--- src/rtl/branch_seq_ctrl.sv ---
// branch_seq_ctrl: execute-stage sequencer for branches and jumps.
// Accepts one control-transfer request at a time, resolves it in a single
// evaluation cycle, redirects fetch for taken aligned targets and then holds
// a flush for FLUSH_CYCLES cycles. Also produces the jal/jalr link write-back,
// a misaligned-target pulse and conditional-branch statistics.
//
// Handshakes: a transfer happens on a rising edge where both valid and ready
// are high. req_ready is high only in IDLE; redir_valid is high only in
// REDIRECT and redir_pc is held constant until redir_ready is sampled high.
module branch_seq_ctrl #(
    parameter int FLUSH_CYCLES = 2,
    parameter int CNT_W        = 32
) (
    input  logic             clk,
    input  logic             rst,
    input  logic             req_valid,
    output logic             req_ready,
    input  logic [1:0]       req_kind,
    input  logic [2:0]       req_funct3,
    input  logic [31:0]      req_pc,
    input  logic [31:0]      req_imm,
    input  logic [31:0]      req_rs1,
    input  logic [31:0]      req_rs2,
    output logic             redir_valid,
    input  logic             redir_ready,
    output logic [31:0]      redir_pc,
    output logic             flush,
    output logic             link_valid,
    output logic [31:0]      link_data,
    output logic             misalign,
    output logic [CNT_W-1:0] cnt_branches,
    output logic [CNT_W-1:0] cnt_taken,
    output logic [1:0]       dbg_state
);

    localparam logic [1:0] S_IDLE     = 2'd0;
    localparam logic [1:0] S_EVAL     = 2'd1;
    localparam logic [1:0] S_REDIRECT = 2'd2;
    localparam logic [1:0] S_FLUSH    = 2'd3;

    localparam logic [1:0] K_BRANCH = 2'b00;
    localparam logic [1:0] K_JAL    = 2'b01;
    localparam logic [1:0] K_JALR   = 2'b10;

    // Flush counter only needs to hold FLUSH_CYCLES; keep at least one bit.
    localparam int FC_W = (FLUSH_CYCLES < 2) ? 1 : $clog2(FLUSH_CYCLES + 1);

    logic [1:0]       state_q, state_d;
    logic [1:0]       kind_q, kind_d;
    logic [2:0]       funct3_q, funct3_d;
    logic [31:0]      pc_q, pc_d;
    logic [31:0]      imm_q, imm_d;
    logic [31:0]      rs1_q, rs1_d;
    logic [31:0]      rs2_q, rs2_d;
    logic [31:0]      redir_pc_q, redir_pc_d;
    logic [31:0]      link_data_q, link_data_d;
    logic [FC_W-1:0]  fcnt_q, fcnt_d;
    logic [CNT_W-1:0] cnt_br_q, cnt_br_d;
    logic [CNT_W-1:0] cnt_tk_q, cnt_tk_d;

    logic        cond_taken;
    logic        taken;
    logic        is_jump;
    logic [31:0] jalr_sum;
    logic [31:0] target;
    logic        target_misaligned;

    // Branch comparator on the latched operands (same funct3 meaning as the core).
    always_comb begin
        cond_taken = 1'b0;
        case (funct3_q)
            3'b000:  cond_taken = (rs1_q == rs2_q);
            3'b001:  cond_taken = (rs1_q != rs2_q);
            3'b100:  cond_taken = ($signed(rs1_q) <  $signed(rs2_q));
            3'b101:  cond_taken = ($signed(rs1_q) >= $signed(rs2_q));
            3'b110:  cond_taken = (rs1_q <  rs2_q);
            3'b111:  cond_taken = (rs1_q >= rs2_q);
            default: cond_taken = 1'b0;
        endcase
    end

    // Resolve taken/target for the latched request; kind 11 is never taken.
    always_comb begin
        is_jump  = (kind_q == K_JAL) || (kind_q == K_JALR);
        jalr_sum = rs1_q + imm_q;
        if (kind_q == K_BRANCH) begin
            taken = cond_taken;
        end else begin
            taken = is_jump;
        end
        if (kind_q == K_JALR) begin
            target = {jalr_sum[31:1], 1'b0};
        end else begin
            target = pc_q + imm_q;
        end
        target_misaligned = (target[1:0] != 2'b00);
    end

    // Next-state, request latching, statistics and flush countdown.
    always_comb begin
        state_d     = state_q;
        kind_d      = kind_q;
        funct3_d    = funct3_q;
        pc_d        = pc_q;
        imm_d       = imm_q;
        rs1_d       = rs1_q;
        rs2_d       = rs2_q;
        redir_pc_d  = redir_pc_q;
        link_data_d = link_data_q;
        fcnt_d      = fcnt_q;
        cnt_br_d    = cnt_br_q;
        cnt_tk_d    = cnt_tk_q;
        case (state_q)
            S_IDLE: begin
                if (req_valid) begin
                    state_d  = S_EVAL;
                    kind_d   = req_kind;
                    funct3_d = req_funct3;
                    pc_d     = req_pc;
                    imm_d    = req_imm;
                    rs1_d    = req_rs1;
                    rs2_d    = req_rs2;
                    // Link value is ready in EVAL, where link_valid pulses.
                    if ((req_kind == K_JAL) || (req_kind == K_JALR)) begin
                        link_data_d = req_pc + 32'd4;
                    end
                end
            end
            S_EVAL: begin
                if (kind_q == K_BRANCH) begin
                    cnt_br_d = cnt_br_q + CNT_W'(1);
                    if (taken) begin
                        cnt_tk_d = cnt_tk_q + CNT_W'(1);
                    end
                end
                if (taken && !target_misaligned) begin
                    state_d    = S_REDIRECT;
                    redir_pc_d = target;
                end else begin
                    state_d = S_IDLE;
                end
            end
            S_REDIRECT: begin
                if (redir_ready) begin
                    if (FLUSH_CYCLES == 0) begin
                        state_d = S_IDLE;
                    end else begin
                        state_d = S_FLUSH;
                        fcnt_d  = FC_W'(FLUSH_CYCLES);
                    end
                end
            end
            S_FLUSH: begin
                if (fcnt_q <= FC_W'(1)) begin
                    state_d = S_IDLE;
                    fcnt_d  = '0;
                end else begin
                    fcnt_d = fcnt_q - FC_W'(1);
                end
            end
            default: state_d = S_IDLE;
        endcase
    end

    // State registers; reset discards any latched request.
    always_ff @(posedge clk) begin
        if (rst) begin
            state_q     <= S_IDLE;
            kind_q      <= '0;
            funct3_q    <= '0;
            pc_q        <= '0;
            imm_q       <= '0;
            rs1_q       <= '0;
            rs2_q       <= '0;
            redir_pc_q  <= '0;
            link_data_q <= '0;
            fcnt_q      <= '0;
            cnt_br_q    <= '0;
            cnt_tk_q    <= '0;
        end else begin
            state_q     <= state_d;
            kind_q      <= kind_d;
            funct3_q    <= funct3_d;
            pc_q        <= pc_d;
            imm_q       <= imm_d;
            rs1_q       <= rs1_d;
            rs2_q       <= rs2_d;
            redir_pc_q  <= redir_pc_d;
            link_data_q <= link_data_d;
            fcnt_q      <= fcnt_d;
            cnt_br_q    <= cnt_br_d;
            cnt_tk_q    <= cnt_tk_d;
        end
    end

    // Outputs are registers or decodes of the registered state.
    always_comb begin
        req_ready    = (state_q == S_IDLE);
        redir_valid  = (state_q == S_REDIRECT);
        redir_pc     = redir_pc_q;
        flush        = (state_q == S_FLUSH);
        link_valid   = (state_q == S_EVAL) && is_jump;
        link_data    = link_data_q;
        misalign     = (state_q == S_EVAL) && taken && target_misaligned;
        cnt_branches = cnt_br_q;
        cnt_taken    = cnt_tk_q;
        dbg_state    = state_q;
    end

endmodule

--- config.mk ---
export PLATFORM = sky130hd
export DESIGN_NAME = branch_seq_ctrl
export DESIGN_NICKNAME = d
export VERILOG_FILES = /design/src/rtl/branch_seq_ctrl.sv
export SDC_FILE = /design/constraint.sdc
export NUM_CORES = 1
export LEC_CHECK = 0
export ABC_CLOCK_PERIOD_IN_PS = 7200
export CORE_ASPECT_RATIO = 0.75
export CORE_UTILIZATION = 57
export CTS_CLUSTER_DIAMETER = 60
export DETAILED_ROUTE_END_ITERATION = 10
export MAX_ROUTING_LAYER = met4
export PLACE_DENSITY_LB_ADDON = 0.15
export SYNTH_ARGS = -nofsm -noshare
export SYNTH_HDL_FRONTEND = slang
export SYNTH_SLANG_ARGS = --single-unit
--- constraint.sdc ---
create_clock -name clk -period 7.2 [get_ports clk]
set_input_delay 1.08 -clock clk [delete_from_list [all_inputs] [get_ports clk]]
set_output_delay 1.08 -clock clk [all_outputs]
set_load 0.01 [all_outputs]
After elaboration in Yosys (flattened, before gate mapping)
Cells that the tools add are included.
{ "classes": {"addsub": 6, "magnitude_cmp": 5, "n_eq_ne": 17, "muxes": 11, "n_reduce_logical": 19} }
{ "op_table": {"columns": ["cell", "count"], "rows": [
  ["$add 32x1->32 const B", 2],
  ["$add 32x32->32", 2],
  ["$ge 32x32->1", 2],
  ["$lt 32x32->1", 2],
  ["$add 32x3->32 const B", 1],
  ["$eq 32x32->1", 1],
  ["$mux 32", 1],
  ["$ne 32x32->1", 1],
  ["$eq 3x3->1 const B", 4],
  ["$mux 2", 6],
  ["$reduce_and 3->1", 3],
  ["$eq 2x2->1 const B", 4],
  ["$pmux 2 s4", 1],
  ["$reduce_and 2->1", 4],
  ["$eq 2x1->1 const B", 3],
  ["$pmux 1 s6", 1],
  ["$logic_and 1x1->1", 4],
  ["$logic_not 2->1", 2],
  ["$ne 2x1->1 const B", 2],
  ["$pmux 2 s2", 1],
  ["$reduce_bool 2->1", 2],
  ["$eq 3x1->1 const B", 1],
  ["$logic_not 3->1", 1],
  ["$le 2x1->1 const B", 1],
  ["other kinds (5)", 6]
]} }
{ "totals": {"reg_bits": 265, "inputBits": 137, "out_inout_bits": 135, "wordCells": 70} }

Longest topological paths before layout
{ "logic_depth": {"ltp_word": 7, "ltp_mapped": 14} }

Worst setup path after synthesis
No wires, ideal clock.
{ "synth_timing": {"kind": "register to output", "startpoint": "register rs2_q[19]", "endpoint": "output port misalign", "t_arrival_ns": 2.896, "slack_ns": 3.224, "path_stages_with_launch": 13, "n_path_buf": 1, "path_cell_list": "dfxtp_1 inv_1 ha_1 a21oi_1 o21ai_1 a2111oi_0 a21oi_1 or3_4 o211a_1 a2111oi_4 o21ai_1 buf_2 a21oi_1"} }
{ "synth_via": {"elab_chain_cells": 5} }
{ "synth_rtl": {"columns": ["item", "line", "text"], "rows": [
  ["start, declared", "54", "logic [31:0] rs2_q, rs2_d;"],
  ["start signal, assigned", "187", "rs2_q <= rs2_d;"],
  ["$ge 32x32->1 (tied with other cells)", "77", "3'b111: cond_taken = (rs1_q >= rs2_q);"],
  ["$pmux 1 s6 *", "71", "case (funct3_q)"],
  ["$mux 1 *", "86", "if (kind_q == K_BRANCH) begin"],
  ["$logic_and 1x1->1 * (2 in a row)", "204", "misalign = (state_q == S_EVAL) && taken && target_misaligned;"],
  ["end, declared", "30", "output logic misalign,"]
]} }
Mark *: on every way between the ends. The rest lies on a longest branch, timed or not.

Final worst setup path
{ "layout_timing": {"startpoint": "register rs1_q[31]", "endpoint": "output port misalign"} }
{ "layout_via": {"elab_chain_cells": 5} }
{ "layout_rtl": {"columns": ["item", "line", "text"], "rows": [
  ["start, declared", "53", "logic [31:0] rs1_q, rs1_d;"],
  ["start signal, assigned", "186", "rs1_q <= rs1_d;"],
  ["$ge 32x32->1 (tied with other cells)", "77", null],
  ["$pmux 1 s6 *", "71", null],
  ["$mux 1 *", "86", null],
  ["$logic_and 1x1->1 * (2 in a row)", "204", null]
]} }
Marks and branches as above.

==> key figures <==
Drt
  – Wire length on met3: slightly above 4000 um
  – WL met2: roughly 18,000 um
  – DR vias: 14,213
  – Post-detailed-route count of antenna-violating nets: 0
  – Final wirelength: around 43,000 um
  – DR iter-0 viols: roughly 1,100
  – M1 wire length: approximately 21,000 um
  – DR top layer: met4
  – WL per Instance: roughly 18 um
  – DR DRC count: 0
  – Drt via density: just under 6
  – Drt pass-1 iters: 5

Clock network
  – Post-CTS Resized: 0
  – CTS Buf Count: 26
  – Max H-tree Level: 1
  – Clock Pin Slew Worst Setup and Hold Paths: about 0.06 ns
  – # Post-CTS Setup Buffers: 0
  – CTS tree: built
  – CTS hold repair buffers: 0
  – Clock Sinks: between 200 and 300
  – Bufs on Longest Clock Path: 3
  – Worst-Skew Late Latency: ~0.54 ns
  – Root buffer cell: clkbuf_16

Timing
  – F_max: between 150 and 200 MHz
  – Relative slew margins: 9.31%
  – Worst-margin pin slew: about 1.4 ns
  – Fin crit period: 5.83 ns
  – Ratio of final minimum period to clock period: about 81%
  – Hold Vio Cnt, Final: 0
  – Clk_skew: between 0.008 and 0.009 ns
  – Final setup viols: 0
  – Slew Limit Fails: 0
  – RSZ-0062 raised after global routing: no
  – Setup TNS: 0 ns

Worst setup path
  – Critical-path cell list: ha_1, a21oi_1, o21ai_1, a2111oi_2, a21oi_1, or3_4, mux2i_1, o21ai_0, o21ai_1, a21oi_1, clkdlybuf4s50_1
  – CP peak stage delay: 0.64 ns
  – CP Launch Type: flop
  – WP data required: around 6 ns
  – Worst EP arrival: 4.75 ns
  – Worst path slowest cell: o21ai_0
  – CP Class: flop to primary output
  – Worst R2R Path Depth: 11
  – Crit path capture type: primary output
  – Worst-path fanout max: 13
  – Most frequent CP cell: a21oi_1

Cells and area
  – Area of the multi-input gates: 0.00854 mm2
  – Synth-to-Final Area Change: 26.8%
  – Reg area: between 0.005 and 0.006 mm2
  – Commonest non-fill, non-tap cell in the layout: nand2_1
  – # fillers: slightly below 2,000
  – Layout net count: about 2,300
  – Most frequent cells in the layout: nand2_1, clkdlybuf4s50_1, dfxtp_1, a21oi_1, nor2_1
  – Antenna Cells: 0
  – Layout cells sized above 1: approximately 3.7%

Min path
  – Hold WC Path Type: flop to flop
  – Hold Path Depth: 2

Logic synthesis
  – Syn Inst Count: around 1,900
  – Syn. warnings: 0
  – Sequential fraction of the synthesis area: a little under two fifths
  – Synth cell types: 65
  – Mapped Nets: roughly 2,100
  – EDFF count, synth: 0
  – Number of synthesized register bits: ~270
  – Ys async rst share: 0%
  – Netlist Area Pre-Place: around 0.014 mm2
  – Most used DFF post-synth: dfxtp_1
  – Post-Syn Area per Cell: 7.78 um2

Global routing
  – Vias in the first global route: 12,975
  – Antenna violations before repair: 0
  – Total grt overflow: 0
  – First-pass GRT wire length: 68,700 um
  – Largest net degree at the start of global routing: approximately 220
  – Gr usage total: approximately a third

Floorplanning
  – Die area: between 0.02 and 0.03 mm2
  – Die height: ~140 um
  – FP Rows: 50
  – Core area: between 0.02 and 0.025 mm2
  – Die Wd: approximately 190 um
  – Initial core utilization: ~58%
  – IO Pins: about 270

Placement
  – Post-DP HPWL: 31,800 um
  – Gp weighted congestion: about 0.98
  – PortBufs: about 270

Job
  – Max Cap Violations: 0

Power
  – Total power: 0.00376 W
  – VDD IR max: between 150 and 200 uV
  – Leak Pwr: approximately 7.2 nW
  – Power Dens Cells: just over 200 mW/mm2

Run status
  – Status: finished clean
## power breakdown
part           internal (W)  switching (W)
Combinational      0.000280       0.000362
Clock              0.000930       0.000586
Sequential          0.00154      0.0000638
## metal layers
metal | vias up | global-route usage, %
met5 | - | -
li1 | 6926 | -
met1 | 6608 | 51.1
met4 | 0 | 6.60
met3 | 52 | 4.53
met2 | 627 | 48.1
## critical path: cells and delay by family (launching register included)
| family | cells | cell delay (ns) |
|---|---|---|
| mux | 1 | 0.14 |
| compound gates | 7 | 2.36 |
| buf+inv | 1 | 0.56 |
| simple gates | 1 | 0.43 |
| fa+ha+maj | 1 | 0.38 |
| flops | 1 | 0.34 |
## sequential cells by signal, summed over array words and instances, names as in the netlist, 2 cells and up, named ones only
signal,cells
kind_q,2
imm_q,32
rs1_q,32
cnt_branches,32
pc_q,32
link_data,32
redir_pc,32
funct3_q,3
fcnt_q,2
cnt_taken,32
rs2_q,32
## final timing paths
check | to | from | slack [ns]
worst min register to register | rs2_q[31] | rs2_q[31] | 0.46
worst max-delay path | misalign | rs1_q[31] | 1.37
worst min-delay path | rs2_q[31] | rs2_q[31] | 0.46
worst max register to register | cnt_taken[24] | rs1_q[31] | 2.89
## Yosys cell counts (5+ instances only)
library cell  count  area (um2)
o21bai_1          5        37.5
clkbuf_1         79         297
xnor2_1          41         359
a21o_1           34         255
o211ai_1         27         203
buf_1             6        22.5
and3_1           19         119
nor3_1           23         115
mux2_2            5        56.3
ha_1             98        1230
a211oi_1         40         300
nand3b_1          7        52.6
o21a_1           12        90.1
nand3_1          39         195
or2_2             8        50.1
nand2_1         382        1430
nand4_1          31         194
and2_1            7        43.8
a311oi_1          8        70.1
nor4_1            5        31.3
o21ai_0          63         315
xor2_1           63         552
nor2b_1          13        81.3
nand2b_1         11        68.8
inv_1            66         248
a31oi_1          10        62.6
or3_1            18         113
and4_1            9        78.8
dfxtp_1         265        5310
or4_1            12        90.1
a21oi_1         235        1180
o31ai_1           6        45.0
nor2_1          142         533
## stage by stage
step                      instance area, um2  cells  utilization (%)  hold WS [ns]  setup slack, ns
after detailed placement               17300   2385             69.6         0.448             1.91
after floorplan                        14400   1853                -         0.436             3.22
final                                  18300   2431             73.4         0.456             1.37
after global routing                   18300   2431             73.4         0.481             1.13
after global placement                 17300   2385             69.6         0.445             2.09
after CTS                              18300   2431             73.4         0.457             1.35
## final cells by class
type                    instances  share of cell area (%)
clock buffers                  35                    4.02
clock inverters                11                    1.16
inverters                      66                    1.36
multi-input cells            1433                    46.7
flip-flops and latches        265                    29.0
well taps                     338                    2.31
repair buffers                283                    15.4
## logic make-up (layout without fill, tap and decap cells)
logic type | count (synthesis) | count (layout) | synth area share (%)
adder cells (fa/ha/maj) | 100 | 100 | 8.78
AND/OR/NAND/NOR | 734 | 734 | 22.7
buffers and inverters | 155 | 395 | 4.07
multiplexers | 9 | 9 | 0.668
XOR/XNOR | 104 | 104 | 6.32
AO/OA/AOI/OAI | 486 | 486 | 20.7
flip-flops | 265 | 265 | 36.8
No activity file was read; power rests on OpenSTA's default activity.
